==> src/rtl/layer_out_serializer.sv <==
// Captures one layer's parallel neuron outputs and streams them, neuron 0 first,
// one word per clock onto the shared next-layer input bus.
module layer_out_serializer #(
  parameter int numNeurons = 30,
  parameter int dataWidth  = 16
) (
  input  logic                            clk,
  input  logic                            rst,
  input  logic [numNeurons*dataWidth-1:0] in_data,
  input  logic                            in_valid,
  output logic [dataWidth-1:0]            out_data,
  output logic                            out_valid,
  output logic                            out_last,
  output logic                            busy,
  output logic                            overrun
);

  localparam int CntW = $clog2(numNeurons);
  localparam logic [CntW-1:0] LastCnt = CntW'(numNeurons - 1);

  typedef enum logic {
    IDLE,
    SHIFT
  } state_t;

  state_t                          state_q, state_d;
  logic [numNeurons*dataWidth-1:0] shift_q, shift_d;
  logic [CntW-1:0]                 cnt_q, cnt_d;
  logic [dataWidth-1:0]            out_data_q, out_data_d;
  logic                            out_valid_q, out_valid_d;
  logic                            out_last_q, out_last_d;
  logic                            overrun_q, overrun_d;

  always_ff @(posedge clk or negedge rst) begin
    if (!rst) begin
      state_q     <= IDLE;
      shift_q     <= '0;
      cnt_q       <= '0;
      out_data_q  <= '0;
      out_valid_q <= 1'b0;
      out_last_q  <= 1'b0;
      overrun_q   <= 1'b0;
    end else begin
      state_q     <= state_d;
      shift_q     <= shift_d;
      cnt_q       <= cnt_d;
      out_data_q  <= out_data_d;
      out_valid_q <= out_valid_d;
      out_last_q  <= out_last_d;
      overrun_q   <= overrun_d;
    end
  end

  // The final shift cycle may reload directly, so a result arriving with the
  // last word streams without a gap; any other mid-stream arrival is dropped.
  always_comb begin
    state_d     = state_q;
    shift_d     = shift_q;
    cnt_d       = cnt_q;
    out_data_d  = '0;
    out_valid_d = 1'b0;
    out_last_d  = 1'b0;
    overrun_d   = overrun_q;

    case (state_q)
      IDLE: begin
        if (in_valid) begin
          shift_d = in_data;
          cnt_d   = '0;
          state_d = SHIFT;
        end
      end
      SHIFT: begin
        out_valid_d = 1'b1;
        out_data_d  = shift_q[dataWidth-1:0];
        shift_d     = shift_q >> dataWidth;
        cnt_d       = cnt_q + 1'b1;
        if (cnt_q == LastCnt) begin
          out_last_d = 1'b1;
          cnt_d      = '0;
          if (in_valid) begin
            shift_d = in_data;
          end else begin
            state_d = IDLE;
          end
        end else if (in_valid) begin
          overrun_d = 1'b1;
        end
      end
      default: begin
        state_d = IDLE;
      end
    endcase
  end

  assign out_data  = out_data_q;
  assign out_valid = out_valid_q;
  assign out_last  = out_last_q;
  assign overrun   = overrun_q;
  // Registered outputs lag the state by one cycle, so busy covers the last word too.
  assign busy      = (state_q == SHIFT) | out_valid_q;

endmodule

==> config.mk <==
export PLATFORM = sky130hd
export DESIGN_NAME = layer_out_serializer
export DESIGN_NICKNAME = d
export VERILOG_FILES = /design/src/rtl/layer_out_serializer.sv
export SDC_FILE = /design/constraint.sdc
export NUM_CORES = 1
export LEC_CHECK = 0
export ABC_CLOCK_PERIOD_IN_PS = 6300
export CORE_MARGIN = 1
export CORE_UTILIZATION = 57
export DETAILED_ROUTE_END_ITERATION = 16
export PLACE_DENSITY = 0.95
export SKIP_LAST_GASP = 1
export SYNTH_ARGS = -nofsm -noshare
export SYNTH_HDL_FRONTEND = slang
export SYNTH_SLANG_ARGS = --single-unit
==> constraint.sdc <==
create_clock -name clk -period 6.3 [get_ports clk]
set_clock_uncertainty 0.2 [all_clocks]
set_input_delay 1.26 -clock clk [delete_from_list [all_inputs] [get_ports clk]]
set_output_delay 1.26 -clock clk [all_outputs]
set_load 0.05 [all_outputs]
; ---- After elaboration in Yosys (flattened, before gate mapping)
; Cells that the tools add are included.
[totals]
regBits = 505
input_bits = 483
output_inout_bits = 20
elab_cells = 28
[op_classes]
addsub = 1
eq_ne = 2
n_mux = 14
bitwise_logic = 3
reduce_logical = 1
[ops]
columns = operator, count
row1 = two-way mux 480 bit, 3
row2 = one-hot mux 480 bit (2 select lines), 1
row3 = two-way mux 16 bit, 1
row4 = two-way mux 5 bit, 2
row5 = one-hot mux 5 bit (2 select lines), 1
row6 = adder 5 x 1 -> 5 bit (second input constant), 1
row7 = == test 5 bit (second input constant), 1
row8 = two-way mux 1 bit, 5
row9 = AND reduction 3 bit, 1
row10 = inequality test 2 bit (second input constant), 1
row11 = inverter 1 bit, 2
row12 = one-hot mux 1 bit (2 select lines), 1
row13 = OR 1 bit, 1

; ---- Longest topological paths before layout
[logic_depth]
ltp_word = 3
mapped_depth = 8
mapped_depth_nobuf = 5

; ---- Least setup slack after synthesis
; OpenSTA, ideal clock, no wires.
[synth_timing]
kind = register to output
start = register state_q
end = output port busy
t_arrival_ns = 1.527
required_ns = 4.840
slack_ns = 3.313
path_stages_with_launch = 6
path_buffers = 4
cell_sequence = dfrtp_1 buf_2 buf_2 buf_2 clkbuf_1 or2_2
[synth_between]
elab_chain_cells = 1
[synth_lines]
columns = item, line_no
row1 = start: declaration, 26  ; state_t state_q, state_d;
row2 = start signal: assignment, 44  ; state_q <= state_d;
row3 = OR 1 bit, 101  ; assign busy = (state_q == SHIFT) | out_valid_q;
row4 = end: declaration, 14  ; output logic busy,
; Every way passes these cells.

; ---- Worst setup path after layout
; Ends and elaborated chain as after synthesis.

==> flow_summary.ini <==
[status]
status = finished clean

[die]
die_w_um = 213
core_um2 = 43600
initial_core_util_pct = 58.3
io_pins = 503
die-area_um2 = 45400
chipHeight_um = 213
num_rows = 76

[drt]
drt-total-wl_um = 79700
vias = 21200
drc = 0
avgRoutedWirePerCell_um = 25.1
via_per_inst = 6.65
ant_nets = 0
drt_pass1_iterations = 6
drtIter0Drc = 2804

[power]
ir_worst_vdd_mv = 0.246
powerDensity_nw_per_um2 = 340
p_clk_share_pct = 28.9
p_sw_share_pct = 31.6
total_power_mw = 10.8
p_sw_mw = 3.43
p_leak_nw = 15.3
pwr-share-comb_pct = 26.3
p_seq_share_pct = 44.8
cell_internal_pwr_mw = 7.41

[placement]
numPortBuffers = 502
postPlaceCellArea_um2 = 30200
pre_cts_slack_ns = 2.18
post-dp-hpwl_um = 50200
dpl.cell_count = 3067
place_congestion = 0.923

[timing]
min_period_over_period_pct = 63.1
hold_viol = 0
period_minus_slack_ns = 3.98
tightest_slew_ns = 1.27
tns_ns = 0
fmax_mhz = 251
fin_ws_ns = 2.32
rsz0062_at_grt = no
slew_viol_final = 0
slew-limit-headroom_pct = 15.3
holdWs_ns = 0.287
setup_viol_count_final = 0

[global_routing]
grt_antenna_before_repair = 25
overflow = 0
first_global_vias = 21200
grt_max_degree = 199
grt_pass1_wl_um = 121000
grtUsageTotal_pct = 34.2

[clock_network]
clkSinkCount = 505
postCtsSetupBuffers = 0
clk_pin_slew_ns = 0.06
post_cts_resized = 0
cts_tree = built
htreeDepth = 2
clock_latency_ns = 0.59
cts_buffers = 52
holdBufCountCts = 0
ctsLongestPathBuffers = 3
cts-root-buf = clkbuf_16

[finish]
nets = 3021
synthToLayoutAreaGrowth_pct = 25.6
design_area_um2 = 31900
final_util_pct = 73.3
final_cells = 3181
drive_above_1_share_pct = 4.16

[yosys]
ys_seq_area_share_pct = 49.7
yosys.area.top_type = dfrtp_1
ys_ff_latch = 505
avgSynthCellArea_um2 = 11.7
synthTopCellsByArea = dfrtp_1, mux2i_1, a221o_1, nor2_1, buf_6
synth_area_um2 = 25400
synth_top_area_share_pct = 49.7
yosys_warnings = 0
synthCells = 2171
synthesis.nets = 2656
yosysUniqueCellTypes = 22

[critical_path]
worst_setup_path_start_kind = flop
path_class = reg2out
path_delay_family = flip-flops
critPathMaxStageDelay_ns = 0.89
crit_path_cell_trace = or2_2 > clkdlybuf4s50_1
cp_max_fo = 40
critPathCaptureType = output pin
cpMaxStageDelayCell = dfrtp_4
crit_buf_inv = 1
cp.arrival_ns = 2.52
required_ns = 4.84

[run]
drv_cap = 0

[hold_path]
holdCritPathClass = reg2reg
[metal layers]
metal | global-route usage (%) | wire length (um) | up-vias
li1 | - | - | 9076
met1 | 41.8 | 30000 | 10600
met2 | 53.7 | 37200 | 1156
met3 | 10.5 | 7880 | 265
met4 | 19.9 | 4490 | 16
met5 | 0 | 106 | -
[area by class of cell]
class / count / area (um^2)
antenna: 21 / 52.6
clock buffer: 81 / 1560
clock inverter: 12 / 138
fill: 2796 / 11600
inverter: 3 / 11.3
multi-input combinational: 1450 / 11400
sequential: 505 / 12600
tap: 585 / 732
timing repair buffer: 524 / 5330
[power by group through the flow]
| stage | Combinational, mW | Clock [mW] | Sequential, mW |
|---|---|---|---|
| finish | 2.85 | 3.13 | 4.86 |
| global route | 3.08 | 3.27 | 4.91 |
| CTS | 2.84 | 3.15 | 4.81 |
| detailed placement | 2.80 | 0 | 4.84 |
| global placement | 2.64 | 0 | 4.78 |
| floorplan | 2.07 | 0 | 4.60 |
[synthesized netlist by cell type (all sizes together)]
master / instances
mux2i: 465
xor2: 2
a31oi: 1
nand3: 2
nand4: 1
a21boi: 1
nor2: 466
a221o: 464
dfrtp: 505
nand2b: 1
o21ai: 4
inv: 3
nand2: 6
a22o: 16
buf: 151
ha: 2
and2: 17
or2: 1
clkbuf: 62
a21o: 1
[logic make-up after synthesis]
| kind of cell | Yosys count | synth area share (%) |
|---|---|---|
| flops | 505 | 49.7 |
| compound gates | 487 | 19.0 |
| buf+inv | 216 | 5.24 |
| mux | 465 | 18.3 |
| xor+xnor | 2 | 0.0690 |
| simple gates | 494 | 7.53 |
| fa+ha+maj | 2 | 0.0985 |
[placed cells by master (no fill, tap or decap), types with 3 or more instances in the layout]
master | Yosys | final
mux2i_1 | 465 | 465
clkinv_2 | 0 | 8
inv_1 | 3 | 3
clkdlybuf4s50_1 | 0 | 500
clkbuf_1 | 62 | 15
nand2_1 | 6 | 6
buf_12 | 0 | 10
buf_4 | 20 | 12
nor2_1 | 466 | 466
a22o_1 | 16 | 16
diode_2 | 0 | 21
a221o_1 | 464 | 464
clkbuf_16 | 0 | 53
o21ai_0 | 4 | 4
and2_1 | 17 | 16
clkbuf_8 | 0 | 13
dfrtp_1 | 505 | 504
bufinv_16 | 0 | 3
[state kept, by name (all words and copies together) (netlist names)]
register   flops
cnt_q          5
out_data      16
out_last       1
out_valid      1
overrun        1
shift_q      480
state_q        1
[path summary, 6_finish.rpt]
check / start / cells after the start / to / slack [ns]
setup reg to reg: state_q / 4 / shift_q[325] / 2.61
max in group asynchronous: rst / 2 / shift_q[414] / 3.85
hold / removal: shift_q[5] / 1 / out_data[5] / 0.29
min in group asynchronous: rst / 1 / shift_q[57] / 0.55
hold reg to reg: shift_q[5] / 1 / out_data[5] / 0.29
setup / recovery: state_q / 2 / busy / 2.32
[worst reg2reg max path, cell delays in order (launching register included)]
cell     delay, ns
dfrtp_4       0.89
buf_4         0.79
and2_4        0.59
buf_12        0.58
a221o_1       0.57
Power figures use the tool's default switching activity.
